==> src/rtl/loop_index_ctrl.sv <==
// Index stream generator: on start, emits 0..limit-1 over valid/ready with stall, abort and done.
// Optional build macro LOOP_INDEX_SKIP_EN omits index SKIP_IDX from the stream.
module loop_index_ctrl #(
  parameter int unsigned CNT_W    = 8,
  parameter int unsigned SKIP_IDX = 5
) (
  input  logic             clk,
  input  logic             rst_n,
  input  logic             start,
  input  logic [CNT_W-1:0] limit,
  input  logic             enable,
  input  logic             abort,
  output logic             idx_valid,
  input  logic             idx_ready,
  output logic [CNT_W-1:0] idx,
  output logic             idx_last,
  output logic             busy,
  output logic             done,
  output logic [CNT_W-1:0] beat_cnt
);

  localparam int unsigned EXT_W = CNT_W + 1;
`ifdef LOOP_INDEX_SKIP_EN
  localparam bit SKIP_EN = 1'b1;
`else
  localparam bit SKIP_EN = 1'b0;
`endif
  localparam logic [EXT_W-1:0] FIRST_IDX = (SKIP_EN && (SKIP_IDX == 0)) ? EXT_W'(1) : '0;

  typedef enum logic [1:0] {
    S_IDLE,
    S_ACTIVE,
    S_FINISH
  } state_t;

  state_t           state_q, state_d;
  logic [CNT_W-1:0] lim_q, lim_d;
  logic [CNT_W-1:0] idx_d, beat_d;
  logic             valid_d, last_d, busy_d, done_d;
  logic [EXT_W-1:0] idx_nxt;

  // Extra bit keeps the successor of 2^CNT_W-1 from wrapping back under limit.
  function automatic logic [EXT_W-1:0] next_index(input logic [EXT_W-1:0] cur);
    logic [EXT_W-1:0] n;
    n = cur + EXT_W'(1);
    if (SKIP_EN && (n == EXT_W'(SKIP_IDX))) n = n + EXT_W'(1);
    return n;
  endfunction

  assign idx_nxt = next_index({1'b0, idx});

  always_comb begin
    state_d = state_q;
    lim_d   = lim_q;
    idx_d   = idx;
    last_d  = idx_last;
    valid_d = idx_valid;
    beat_d  = beat_cnt;
    unique case (state_q)
      S_IDLE: begin
        if (start) begin
          lim_d   = limit;
          beat_d  = '0;
          idx_d   = CNT_W'(FIRST_IDX);
          last_d  = next_index(FIRST_IDX) >= {1'b0, limit};
          state_d = (FIRST_IDX >= {1'b0, limit}) ? S_FINISH : S_ACTIVE;
        end
      end
      S_ACTIVE: begin
        // Abort wins over a same-cycle handshake; that beat is dropped.
        if (abort) begin
          valid_d = 1'b0;
          state_d = S_IDLE;
        end else if (idx_valid && idx_ready) begin
          beat_d = beat_cnt + CNT_W'(1);
          if (idx_last) begin
            valid_d = 1'b0;
            state_d = S_FINISH;
          end else begin
            idx_d   = CNT_W'(idx_nxt);
            last_d  = next_index(idx_nxt) >= {1'b0, lim_q};
            valid_d = enable;
          end
        end else if (!idx_valid && enable) begin
          valid_d = 1'b1;
        end
      end
      S_FINISH: state_d = S_IDLE;
      default:  state_d = S_IDLE;
    endcase
    busy_d = (state_d != S_IDLE);
    done_d = (state_d == S_FINISH);
  end

  always_ff @(posedge clk or negedge rst_n) begin
    if (!rst_n) begin
      state_q   <= S_IDLE;
      lim_q     <= '0;
      idx       <= '0;
      idx_last  <= 1'b0;
      idx_valid <= 1'b0;
      beat_cnt  <= '0;
      busy      <= 1'b0;
      done      <= 1'b0;
    end else begin
      state_q   <= state_d;
      lim_q     <= lim_d;
      idx       <= idx_d;
      idx_last  <= last_d;
      idx_valid <= valid_d;
      beat_cnt  <= beat_d;
      busy      <= busy_d;
      done      <= done_d;
    end
  end

endmodule

==> config.mk <==
export PLATFORM = sky130hd
export DESIGN_NAME = loop_index_ctrl
export DESIGN_NICKNAME = d
export VERILOG_FILES = /design/src/rtl/loop_index_ctrl.sv
export SDC_FILE = /design/constraint.sdc
export NUM_CORES = 1
export LEC_CHECK = 0
export ABC_AREA = 1
export CAP_MARGIN = 10
export CORE_MARGIN = 4
export CORE_UTILIZATION = 58
export CTS_BUF_LIST = sky130_fd_sc_hd__clkbuf_8
export DETAILED_ROUTE_END_ITERATION = 10
export PLACE_DENSITY = 0.91
export SLEW_MARGIN = 10
export SYNTH_ARGS = -nofsm -noshare
export SYNTH_HDL_FRONTEND = slang
export SYNTH_SLANG_ARGS = --single-unit
==> constraint.sdc <==
create_clock -name clk -period 5.3 [get_ports clk]
set_clock_uncertainty 0.15 [all_clocks]
set_input_delay 0.53 -clock clk [delete_from_list [all_inputs] [get_ports clk]]
set_output_delay 0.53 -clock clk [all_outputs]
set_load 0.01 [all_outputs]
==> flow_summary.toml <==
[run_status]
status = "complete, no violations"

[detailed_routing]
totalWireLength_mm = 3.893
drt_iter0_markers = 78
num_vias = 1684
wire_per_inst_um = 11.98
ant_nets = 0
drtPass1Iterations = 4
vias_per_cell = 5.182
route.detailed.drc = 0

[placed_design]
dpl_cell_area_um2 = 2246
port_buffers = 33
place_ws_ns = 2.604
globalplace.congestion = 0.8237
place_inst = 319
hpwlAfterDp_mm = 2.952

[synthesis]
synth_top_area_cell = "dfrtp_1"
synth-seq-cells = 30
ys_async_sr_fraction = 1.000
ys_top_cells_by_count = "54 x nand2_1, 49 x inv_1, 30 x dfrtp_1, 14 x nor2_1"
synth_area_um2 = 1862
synthDistinctLibCells = 27
yosysSeqAreaShare = 0.4032
synth_warnings = 0
synth.most_common_cell = "nand2_1"
avgSynthCellArea_um2 = 7.662
synth_edf_count = 0
synthCells = 243
yosys-top-cells-area = "dfrtp_1 40%, nand2_1 11%, inv_1 9.9%"
synth_nets = 268
yosysTopAreaCellShare = 0.4032
postSynth.topFlopCell = "dfrtp_1"

[critical_path]
cp-end-kind = "flop"
cp_max_fo = 6
arrival_ns = 2.76
worstSetupStartpointType = "flop"
worstPathRequired_ns = 5.31
critPathKind = "reg2reg"

[power_and_ir_drop]
p_per_area_nw_per_um2 = 279.2
p_leak_nw = 1.169
power_mw = 0.6500
ir_worst_vdd_mv = 0.2216

[final_layout]
layout.nets = 307
stdcell_area_um2 = 2328
layout-drive-gt1-share = 0.09964
fillCellCount = 246
area_growth_pct = 25.07
stdcell_count = 325
antennaDiodeCount = 0

[sta]
tns_ns = 0
layout_worst_path_cycle_share = 0.5188
rsz0062_at_grt = "false"
fmax_ghz = 0.3637
slew_violations = 0
finalSetupViolations = 0
final.min_clock_period_ns = 2.749
finalWorstSetupSlack_ns = 2.551
tightest_slew_ns = 0.4697
maxSlewHeadroom = 0.6865
finalHoldViolCount = 0

[flow_run]
cap_viol_max_count = 0

[clock_tree]
clock_sinks = 30
cts_tree = "yes"
post_cts_buffers = 0
clk_pin_slew_ns = 0.06
root_buffer = "clkbuf_8"
cts_hold_buf = 0
cts_max_path_buffers = 2
ctsResizeCount = 0
clock_latency_ns = 0.28
htreeDepth = 2
cts_made_buffers = 5

[global_route]
grt_overflow = 0
grt_pass1_wl_mm = 7.079
grt_max_degree = 31
track_usage = 0.2170
grt_pass1_vias = 1712
antenna_found_initial = 0

[die]
fp.coreArea_um2 = 3053
rows = 20
initial_core_util = 0.6098
die_x_um = 64.66
ioPinCount = 34
chipHeight_um = 64.66
die_area_um2 = 4180

[min_path]
hp-class = "reg2reg"
## worst max-delay path, cell delays in order, from the launching register on
cell,delay [ns]
dfrtp_1,0.46
ha_1,0.26
xnor2_1,0.37
inv_1,0.10
nand2_1,0.07
nor2_1,0.06
xor2_1,0.15
inv_1,0.07
ha_1,0.30
nand2_1,0.09
inv_1,0.04
nand2_1,0.05
nand3_1,0.07
nand2_1,0.06
nand2_1,0.05
nand2_1,0.05
nand3_1,0.07
nand2_1,0.07
nand2_1,0.07
## placed cells by master (no fill, tap or decap), drive strengths merged
cell type / n
a21oi: 5
buf: 1
clkbuf: 6
clkdlybuf4s50: 33
dfrtp: 30
ha: 11
inv: 52
nand2: 61
nand3: 15
nand4: 5
nor2: 17
nor3: 9
o21ai: 17
o22ai: 9
o31ai: 1
or2: 1
xnor2: 1
xor2: 7
## registers in the layout, indices dropped and copies added, names as in the netlist
register,flops
busy,1
done,1
beat_cnt,8
idx_last,1
state_q,2
lim_q,8
idx_valid,1
idx,8
## per-stage QoR
step / hold slack (ns) / util
6_report: 0.3307 / 0.7627
5_1_grt: 0.3627 / 0.7627
4_1_cts: 0.3371 / 0.7627
3_5_place_dp: 0.3229 / 0.7357
3_3_place_gp: 0.3182 / 0.7357
2_1_floorplan: 0.08441 / -
## cells by family after synthesis
| logic type | after synthesis | share of synthesized area |
|---|---|---|
| flops | 30 | 0.4032 |
| compound gates | 32 | 0.09744 |
| buf+inv | 54 | 0.1095 |
| simple gates | 108 | 0.2742 |
| fa+ha+maj | 11 | 0.07392 |
| xor+xnor | 8 | 0.04167 |
## power by group
part,internal [mW],switching (mW)
logic,0.0822,0.106
clock network,0.0998,0.0775
registers,0.259,0.0258
total,0.441,0.209
## per-layer routing
layer | part of all wire | track usage
met1 | 0.40 | 0.2453
met2 | 0.52 | 0.3918
met3 | 0.065 | 0.06066
met4 | 0.017 | 0.07124
met5 | 0 | 0
## path summary, 6_finish.rpt
path | cells after the start | to | slack (ns) | from
min in group asynchronous | 2 | idx[6] | 0.49 | rst_n
worst min register to register | 2 | lim_q[6] | 0.33 | lim_q[6]
max in group asynchronous | 2 | beat_cnt[6] | 4.23 | rst_n
worst max-delay path | 18 | idx_last | 2.55 | idx[0]
worst max register to register | 18 | idx_last | 2.55 | idx[0]
worst min-delay path | 2 | lim_q[6] | 0.33 | lim_q[6]
## final cells by class
type,instances,area (um2),area share
tap,44,55.05,0.02364
timing repair buffer,34,337.8,0.1451
clock buffer,6,82.58,0.03546
sequential,30,750.7,0.3224
inverter,52,195.2,0.08383
multi-input combinational,159,907.1,0.3896
(Power assumes the default switching activity.)
